==> src/rtl/multicycle_control_if.sv <==
// -----------------------------------------------------------------------------
// multicycle_control_if
//   Memory handshake between the multicycle controller and the unified
//   instruction/data memory.
//   MemReq_o    : request valid (controller -> memory)
//   MemWrite_o  : request is a store (controller -> memory)
//   AddrSrc_o   : address select, 0=PC, 1=ALUOut (controller -> memory mux)
//   mem_ready_i : memory completes the current request this cycle
// -----------------------------------------------------------------------------
interface multicycle_control_if;
    logic MemReq_o;
    logic MemWrite_o;
    logic AddrSrc_o;
    logic mem_ready_i;

    modport master (
        output MemReq_o,
        output MemWrite_o,
        output AddrSrc_o,
        input  mem_ready_i
    );

    modport slave (
        input  MemReq_o,
        input  MemWrite_o,
        input  AddrSrc_o,
        output mem_ready_i
    );
endinterface

==> src/rtl/multicycle_control.sv <==
// -----------------------------------------------------------------------------
// multicycle_control
//   Sequencing FSM for a multicycle RISC-V subset (R-type, addi, lw, sw, beq)
//   sharing one ALU and one unified memory.
//   clk_i, rst_i (async active-low), start_i (run enable, sampled at
//   instruction boundaries), Op_i (opcode from IR), Zero_i (ALU zero flag),
//   mem (memory handshake interface, master side),
//   datapath controls IRWrite_o/PCWrite_o/ALUSrcA_o/ALUSrcB_o/ALUOp_o/
//   ResultSrc_o/RegWrite_o, status Busy_o/Trap_o/TrapCause_o and the
//   retired-instruction counter InstrCount_o.
// -----------------------------------------------------------------------------
module multicycle_control #(
    parameter int CNT_W   = 32,
    parameter int TIMEOUT = 15
) (
    input  logic                 clk_i,
    input  logic                 rst_i,
    input  logic                 start_i,
    input  logic [6:0]           Op_i,
    input  logic                 Zero_i,
    multicycle_control_if.master mem,
    output logic                 IRWrite_o,
    output logic                 PCWrite_o,
    output logic [1:0]           ALUSrcA_o,
    output logic [1:0]           ALUSrcB_o,
    output logic [1:0]           ALUOp_o,
    output logic [1:0]           ResultSrc_o,
    output logic                 RegWrite_o,
    output logic                 Busy_o,
    output logic                 Trap_o,
    output logic [1:0]           TrapCause_o,
    output logic [CNT_W-1:0]     InstrCount_o
);

    typedef enum logic [2:0] {
        S_IDLE   = 3'd0,
        S_FETCH  = 3'd1,
        S_DECODE = 3'd2,
        S_EXEC   = 3'd3,
        S_MEM    = 3'd4,
        S_ALUWB  = 3'd5,
        S_MEMWB  = 3'd6,
        S_TRAP   = 3'd7
    } state_t;

    localparam logic [2:0] CLS_R    = 3'b011;
    localparam logic [2:0] CLS_ADDI = 3'b001;
    localparam logic [2:0] CLS_LW   = 3'b000;
    localparam logic [2:0] CLS_SW   = 3'b010;
    localparam logic [2:0] CLS_BEQ  = 3'b110;

    localparam logic [1:0] CAUSE_NONE    = 2'b00;
    localparam logic [1:0] CAUSE_ILLEGAL = 2'b01;
    localparam logic [1:0] CAUSE_TIMEOUT = 2'b10;

    // Wait counter only needs to reach TIMEOUT-1; the last not-ready cycle traps.
    localparam int                  WAIT_W    = (TIMEOUT > 1) ? $clog2(TIMEOUT + 1) : 1;
    localparam logic [WAIT_W-1:0]   WAIT_LAST = WAIT_W'((TIMEOUT > 0) ? (TIMEOUT - 1) : 0);
    localparam logic [CNT_W-1:0]    CNT_ONE   = {{(CNT_W-1){1'b0}}, 1'b1};

    state_t             state_q, state_d;
    logic [2:0]         cls_q, cls_d;
    logic [WAIT_W-1:0]  wait_q, wait_d;
    logic [CNT_W-1:0]   cnt_q, cnt_d;
    logic               trap_q, trap_d;
    logic [1:0]         cause_q, cause_d;

    logic               retire_s;
    logic               fault_s;
    logic [1:0]         fault_cause_s;
    logic               timeout_s;
    logic               mem_req_s, mem_write_s, addr_src_s;
    logic               ir_write_s, pc_write_s, reg_write_s;
    logic [1:0]         alu_src_a_s, alu_src_b_s, alu_op_s, result_src_s;

    // Only the class bits of the opcode steer sequencing.
    logic               op_unused_s;
    assign op_unused_s = ^Op_i[3:0];

    // A ready in the final allowed wait cycle wins over the timeout.
    assign timeout_s = (TIMEOUT != 0) && !mem.mem_ready_i && (wait_q == WAIT_LAST);

    // Next-state, counters and per-state control outputs.
    always_comb begin
        state_d       = state_q;
        cls_d         = cls_q;
        wait_d        = {WAIT_W{1'b0}};
        cnt_d         = cnt_q;
        trap_d        = trap_q;
        cause_d       = cause_q;
        retire_s      = 1'b0;
        fault_s       = 1'b0;
        fault_cause_s = CAUSE_NONE;
        mem_req_s     = 1'b0;
        mem_write_s   = 1'b0;
        addr_src_s    = 1'b0;
        ir_write_s    = 1'b0;
        pc_write_s    = 1'b0;
        reg_write_s   = 1'b0;
        alu_src_a_s   = 2'b00;
        alu_src_b_s   = 2'b00;
        alu_op_s      = 2'b00;
        result_src_s  = 2'b00;

        case (state_q)
            S_IDLE: begin
                if (start_i) begin
                    state_d = S_FETCH;
                end else begin
                    state_d = S_IDLE;
                end
            end
            S_FETCH: begin
                mem_req_s   = 1'b1;
                alu_src_b_s = 2'b10;
                if (mem.mem_ready_i) begin
                    ir_write_s = 1'b1;
                    pc_write_s = 1'b1;
                    state_d    = S_DECODE;
                end else if (timeout_s) begin
                    fault_s       = 1'b1;
                    fault_cause_s = CAUSE_TIMEOUT;
                end else begin
                    wait_d = wait_q + {{(WAIT_W-1){1'b0}}, 1'b1};
                end
            end
            S_DECODE: begin
                // Branch target = oldPC + offset lands in ALUOut for beq.
                alu_src_a_s = 2'b01;
                alu_src_b_s = 2'b11;
                cls_d       = Op_i[6:4];
                case (Op_i[6:4])
                    CLS_R, CLS_ADDI, CLS_LW, CLS_SW, CLS_BEQ: state_d = S_EXEC;
                    default: begin
                        fault_s       = 1'b1;
                        fault_cause_s = CAUSE_ILLEGAL;
                    end
                endcase
            end
            S_EXEC: begin
                alu_src_a_s = 2'b10;
                case (cls_q)
                    CLS_R: begin
                        alu_op_s = 2'b10;
                        state_d  = S_ALUWB;
                    end
                    CLS_ADDI: begin
                        alu_src_b_s = 2'b01;
                        state_d     = S_ALUWB;
                    end
                    CLS_LW, CLS_SW: begin
                        alu_src_b_s = 2'b01;
                        state_d     = S_MEM;
                    end
                    CLS_BEQ: begin
                        // PC loads the branch target held in ALUOut when taken.
                        alu_op_s   = 2'b01;
                        pc_write_s = Zero_i;
                        retire_s   = 1'b1;
                    end
                    default: begin
                        fault_s       = 1'b1;
                        fault_cause_s = CAUSE_ILLEGAL;
                    end
                endcase
            end
            S_MEM: begin
                mem_req_s   = 1'b1;
                addr_src_s  = 1'b1;
                mem_write_s = (cls_q == CLS_SW);
                if (mem.mem_ready_i) begin
                    if (cls_q == CLS_LW) begin
                        state_d = S_MEMWB;
                    end else begin
                        retire_s = 1'b1;
                    end
                end else if (timeout_s) begin
                    fault_s       = 1'b1;
                    fault_cause_s = CAUSE_TIMEOUT;
                end else begin
                    wait_d = wait_q + {{(WAIT_W-1){1'b0}}, 1'b1};
                end
            end
            S_ALUWB: begin
                reg_write_s = 1'b1;
                retire_s    = 1'b1;
            end
            S_MEMWB: begin
                reg_write_s  = 1'b1;
                result_src_s = 2'b01;
                retire_s     = 1'b1;
            end
            S_TRAP: begin
                state_d = S_TRAP;
            end
            default: begin
                state_d = S_IDLE;
            end
        endcase

        // Faulting instruction is never counted; first cause is kept.
        if (fault_s) begin
            state_d = S_TRAP;
            if (!trap_q) begin
                trap_d  = 1'b1;
                cause_d = fault_cause_s;
            end else begin
                cause_d = cause_q;
            end
        end else if (retire_s) begin
            cnt_d = cnt_q + CNT_ONE;
            if (start_i) begin
                state_d = S_FETCH;
            end else begin
                state_d = S_IDLE;
            end
        end else begin
            cnt_d = cnt_q;
        end
    end

    // State, class, wait counter, retire counter and sticky trap registers.
    always_ff @(posedge clk_i or negedge rst_i) begin
        if (!rst_i) begin
            state_q <= S_IDLE;
            cls_q   <= 3'b000;
            wait_q  <= {WAIT_W{1'b0}};
            cnt_q   <= {CNT_W{1'b0}};
            trap_q  <= 1'b0;
            cause_q <= CAUSE_NONE;
        end else begin
            state_q <= state_d;
            cls_q   <= cls_d;
            wait_q  <= wait_d;
            cnt_q   <= cnt_d;
            trap_q  <= trap_d;
            cause_q <= cause_d;
        end
    end

    assign mem.MemReq_o   = mem_req_s;
    assign mem.MemWrite_o = mem_write_s;
    assign mem.AddrSrc_o  = addr_src_s;
    assign IRWrite_o      = ir_write_s;
    assign PCWrite_o      = pc_write_s;
    assign ALUSrcA_o      = alu_src_a_s;
    assign ALUSrcB_o      = alu_src_b_s;
    assign ALUOp_o        = alu_op_s;
    assign ResultSrc_o    = result_src_s;
    assign RegWrite_o     = reg_write_s;
    assign Busy_o         = (state_q != S_IDLE) && (state_q != S_TRAP);
    assign Trap_o         = trap_q;
    assign TrapCause_o    = cause_q;
    assign InstrCount_o   = cnt_q;

endmodule
==> src/flat_wrapper.sv <==
// flat-port wrapper written by rule: the top's interface ports become plain ports
module multicycle_control_flat 
#(
    parameter int CNT_W   = 32,
    parameter int TIMEOUT = 15
)
  (clk_i, rst_i, start_i, Op_i, Zero_i, IRWrite_o, PCWrite_o, ALUSrcA_o, ALUSrcB_o, ALUOp_o, ResultSrc_o, RegWrite_o, Busy_o, Trap_o, TrapCause_o, InstrCount_o, mem_MemReq_o, mem_MemWrite_o, mem_AddrSrc_o, mem_mem_ready_i);
  multicycle_control_if mem_i ();
  input  logic clk_i;
  input  logic rst_i;
  input  logic start_i;
  input  logic [6:0] Op_i;
  input  logic Zero_i;
  output logic IRWrite_o;
  output logic PCWrite_o;
  output logic [1:0] ALUSrcA_o;
  output logic [1:0] ALUSrcB_o;
  output logic [1:0] ALUOp_o;
  output logic [1:0] ResultSrc_o;
  output logic RegWrite_o;
  output logic Busy_o;
  output logic Trap_o;
  output logic [1:0] TrapCause_o;
  output logic [CNT_W-1:0] InstrCount_o;
  output wire logic [$bits(mem_i.MemReq_o)-1:0] mem_MemReq_o;
  output wire logic [$bits(mem_i.MemWrite_o)-1:0] mem_MemWrite_o;
  output wire logic [$bits(mem_i.AddrSrc_o)-1:0] mem_AddrSrc_o;
  input wire logic [$bits(mem_i.mem_ready_i)-1:0] mem_mem_ready_i;
  assign mem_MemReq_o = mem_i.MemReq_o;
  assign mem_MemWrite_o = mem_i.MemWrite_o;
  assign mem_AddrSrc_o = mem_i.AddrSrc_o;
  assign mem_i.mem_ready_i = mem_mem_ready_i;
  multicycle_control #(.CNT_W(CNT_W), .TIMEOUT(TIMEOUT)) u_core (.clk_i(clk_i), .rst_i(rst_i), .start_i(start_i), .Op_i(Op_i), .Zero_i(Zero_i), .mem(mem_i), .IRWrite_o(IRWrite_o), .PCWrite_o(PCWrite_o), .ALUSrcA_o(ALUSrcA_o), .ALUSrcB_o(ALUSrcB_o), .ALUOp_o(ALUOp_o), .ResultSrc_o(ResultSrc_o), .RegWrite_o(RegWrite_o), .Busy_o(Busy_o), .Trap_o(Trap_o), .TrapCause_o(TrapCause_o), .InstrCount_o(InstrCount_o));
endmodule
==> config.mk <==
export PLATFORM = sky130hd
export DESIGN_NAME = multicycle_control_flat
export DESIGN_NICKNAME = d
export VERILOG_FILES = /design/src/rtl/multicycle_control_if.sv /design/src/rtl/multicycle_control.sv /design/src/flat_wrapper.sv
export SDC_FILE = /design/constraint.sdc
export NUM_CORES = 1
export LEC_CHECK = 0
export ABC_AREA = 1
export BUFFER_PORTS_ARGS = -buffer_cell sky130_fd_sc_hd__clkbuf_2
export CELL_PAD_IN_SITES_DETAIL_PLACEMENT = 0
export CELL_PAD_IN_SITES_GLOBAL_PLACEMENT = 2
export CORE_AREA = 2 2 101 103
export DETAILED_ROUTE_END_ITERATION = 8
export DIE_AREA = 0 0 103 105
export PLACE_DENSITY_LB_ADDON = 0.2
export REMOVE_ABC_BUFFERS = 1
export SYNTH_ARGS = -nofsm -noshare
export SYNTH_HDL_FRONTEND = slang
export SYNTH_SLANG_ARGS = --single-unit
==> constraint.sdc <==
create_clock -name clk_i -period 1.6 [get_ports clk_i]
set_input_delay 0.24 -clock clk_i [delete_from_list [all_inputs] [get_ports clk_i]]
set_output_delay 0.24 -clock clk_i [all_outputs]
set_load 0.02 [all_outputs]
==> impl_metrics.tcl <==
set metrics [dict create \
    cts.htree.levels 2 \
    reg2reg_to "u_core.InstrCount_o[13]" \
    grt_pass1_wl_microns 13500 \
    tritoncts_num_sinks 45 \
    post_synthesis_instance_area_sq_mm 0.00276 \
    ff2ff_path_depth 8 \
    finClkSkew_ns 0.00605 \
    numCtsBuffers 5 \
    detail_route.drc_violations 0 \
    place_ws_ns 0.0560 \
    cap_violations 0 \
    synth_seq_cells 45 \
    hp-class "in -> reg" \
    antenna_cells_inserted 0 \
    wl_per_cell_microns 14.2 \
    slowest_stage "dfrtp_2" \
    outcome "finished, violations left" \
    first_global_vias 2679 \
    multi_input_combinational_cell_area_sq_mm 0.00165 \
    dp.cells 602 \
    fin_util_pct 41.8 \
    worst-path-buf-inv 3 \
    worst_hold_startpoint "Op_i[6]" \
    wirelength_microns 9040 \
    cp_slowest_stage_delay_ns 0.45 \
    route.antenna.remaining_nets 0 \
    period_share_pct 104 \
    groute.usage.overall_pct 16.0 \
    min_to "u_core.cls_q[2]" \
    starting_density_pct 28.6 \
    setup_slack_ns -0.0650 \
    placed_area_sq_mm 0.00334 \
    required_ns 1.36 \
    timing.critical_path.arrival_ns 1.43 \
    final_cell_area_sq_mm 0.00403 \
    clockBufferDepth 2 \
    synth_cell_types 24 \
    series_of_cell_instances_along_the_critical_path "buf_4 -> nor3_4 -> buf_4 -> clkbuf_8" \
    instances_no_fill 636 \
    hold_violations 0 \
    critPathMaxFanout 4 \
    report.power.total_uw 1930 \
    clock_tree.root_cell "clkbuf_8" \
    clock_latency_ns 0.31 \
    die_height_microns 105 \
    die_w_microns 103 \
    instance_count_of_the_mapped_netlist 396 \
    ir_drop_mv 0.340 \
    critical_path_launch_point_type "flop" \
    place.port_buffers 56 \
    filler_cell_count 1062 \
    core-area_sq_mm 0.00964 \
    crit_type "reg -> out" \
    rows 36 \
    timing.rr.start "u_core.state_q[1]" \
    unrepaired_setup_endpoints_after_global_routing "true" \
    crit_path_end_kind "primary output" \
    clk_transition_reported_paths_ns 0.09 \
    hold_depth 3 \
    synthesis.area_per_instance_sq_um 6.97 \
    detailed_place_hpwl_microns 6060 \
    pin_count 62 \
    ys_warn_count 0 \
    synth.yosys.seq_area_share_pct 40.8 \
    maxSlewViolCount 0 \
    flow.area_growth_from_synthesis_pct 45.9 \
    grt_remaining_overflow 0 \
    tritoncts "built" \
    achievable_frequency_mhz 601 \
    finalWeightedCongestion 0.794 \
    die_area_sq_mm 0.0108 \
    layout.area.seq_sq_mm 0.00113 \
    failed_checks "setup timing" \
    antenna_found_initial 0 \
    layout-drive-gt1-share_pct 35.0 \
    leakagePower_uw 0.00188 \
    routed-via-count 2804 \
    post_drt_via_cell_ratio 4.41 \
    largest_net_degree_at_the_start_of_global_routing 46 \
    drtIter0Drc 86 \
    drt_first_pass_iters 4 \
    setup_violations 17 \
    period_minus_ws_final_ns 1.67 \
    crit_path_frequent_cell "buf_4" \
    power.density_cell_area_mw_per_mm2 479 \
    nets 517 \
    critical_path.top_delay_family "buffers and inverters" \
    ff2ff_setup_slack_ns -0.02 \
]
-- what timing repair did --
item                                    4_1_cts  5_1_grt
resized for setup                            38       69
endpoints found under the hold margin        45        0
cloned                                        0        5
endpoints found under the setup margin       11       50
pin swaps                                     5       14
buffers inserted                             14        6
hold buffers                                  1        0
-- how the worst max path moves through the flow --
stage / startpoint / endpoint / slack, ns / cells after the start
after CTS: u_core.state_q[0] / PCWrite_o / -0.06 / 5
after global placement: u_core.InstrCount_o[16] / u_core.InstrCount_o[23] / 0.03 / 7
after floorplan: u_core.state_q[0] / u_core.InstrCount_o[18] / -0.21 / 7
final: u_core.state_q[0] / ALUSrcA_o[0] / -0.07 / 4
after global routing: u_core.state_q[0] / u_core.state_q[0] / -0.13 / 11
after detailed placement: u_core.state_q[1] / u_core.InstrCount_o[18] / 0.06 / 8
-- sequential cells by signal, summed over array words and instances, names as in the netlist --
signal / count
u_core.InstrCount_o: 32
u_core.wait_q: 4
u_core.cls_q: 3
u_core.TrapCause_o: 2
u_core.Trap_o: 1
u_core.state_q: 3
-- cell usage after synthesis --
master    count  area share, %
nor2_2        4           0.91
nand2_1     155             21
conb_1        1           0.14
inv_1        33            4.5
nand2_2       2           0.45
clkinv_2      1           0.18
nor2_1       60            8.2
buf_4         3           0.82
o21ai_1       6            1.1
buf_6         5            2.0
nor2_4        1           0.41
a21oi_1       3           0.54
clkinv_1      1           0.14
nand4_1       6            1.4
nand3b_1      6            1.6
o21ai_0       8            1.4
nor3_4        1           0.59
xor2_1        5            1.6
xnor2_1      16            5.1
ha_1          3            1.4
nand3_1      25            4.5
nor3_1        5           0.91
dfrtp_1      45             41
a22o_1        1           0.32
-- metrics by stage --
step                      setup TNS (ns)  hold WS (ns)
after floorplan                    -3.22       -0.0556
after global placement                 0         0.253
after detailed placement               0         0.256
after CTS                         -0.373         0.135
after global routing               -2.82         0.158
final                             -0.462         0.147
-- cells by family after synthesis --
kind of cell    synth area share, %
fa+ha+maj                      1.36
buf+inv                        7.66
compound gates                 3.40
simple gates                   40.0
flops                          40.8
other cells                   0.136
xor+xnor                       6.66
-- power by group --
group          total [uW]  leakage (uW)  switching [uW]  internal (uW)
Sequential           1140      0.000581               0           1140
Combinational        48.2       0.00126            34.0           14.2
Clock                 744     0.0000374             435            309
-- cells in the final DEF (no fill, tap or decap), types with 4 or more instances in the layout --
cell,synthesis,routed
nand3_1,25,17
nor2_1,60,48
nand4_1,6,6
xnor2_1,16,16
nand3_2,0,5
buf_6,5,15
nand3b_1,6,6
buf_4,3,34
clkbuf_2,0,44
o21ai_1,6,7
clkbuf_8,0,8
o21ai_0,8,6
dfrtp_2,0,4
nand2_4,0,4
nand2_2,2,14
nor2_4,1,7
nor2_2,4,10
inv_1,33,28
dfrtp_1,45,41
xor2_1,5,5
inv_2,0,4
nand2_1,155,139
-- final cells by class --
type,instances,area share (%)
clock inverter,2,0.373
sequential,45,28.1
timing repair buffer,107,21.1
clock buffer,6,1.80
multi-input combinational,308,41.0
inverter,35,3.51
tap,133,4.13
-- worst min-delay path, cell delays in order --
cell      delay, ns
clkbuf_2       0.09
nand2_1        0.04
o21ai_0        0.06
-- metal layers --
metal	share of wire, %	up-vias	global-route usage, %
li1	-	1440	-
met1	49	1319	22.4
met2	47	40	25.7
met3	3.0	5	2.81
met4	0.75	0	3.10
met5	0	-	0
Power figures use the tool's default switching activity.
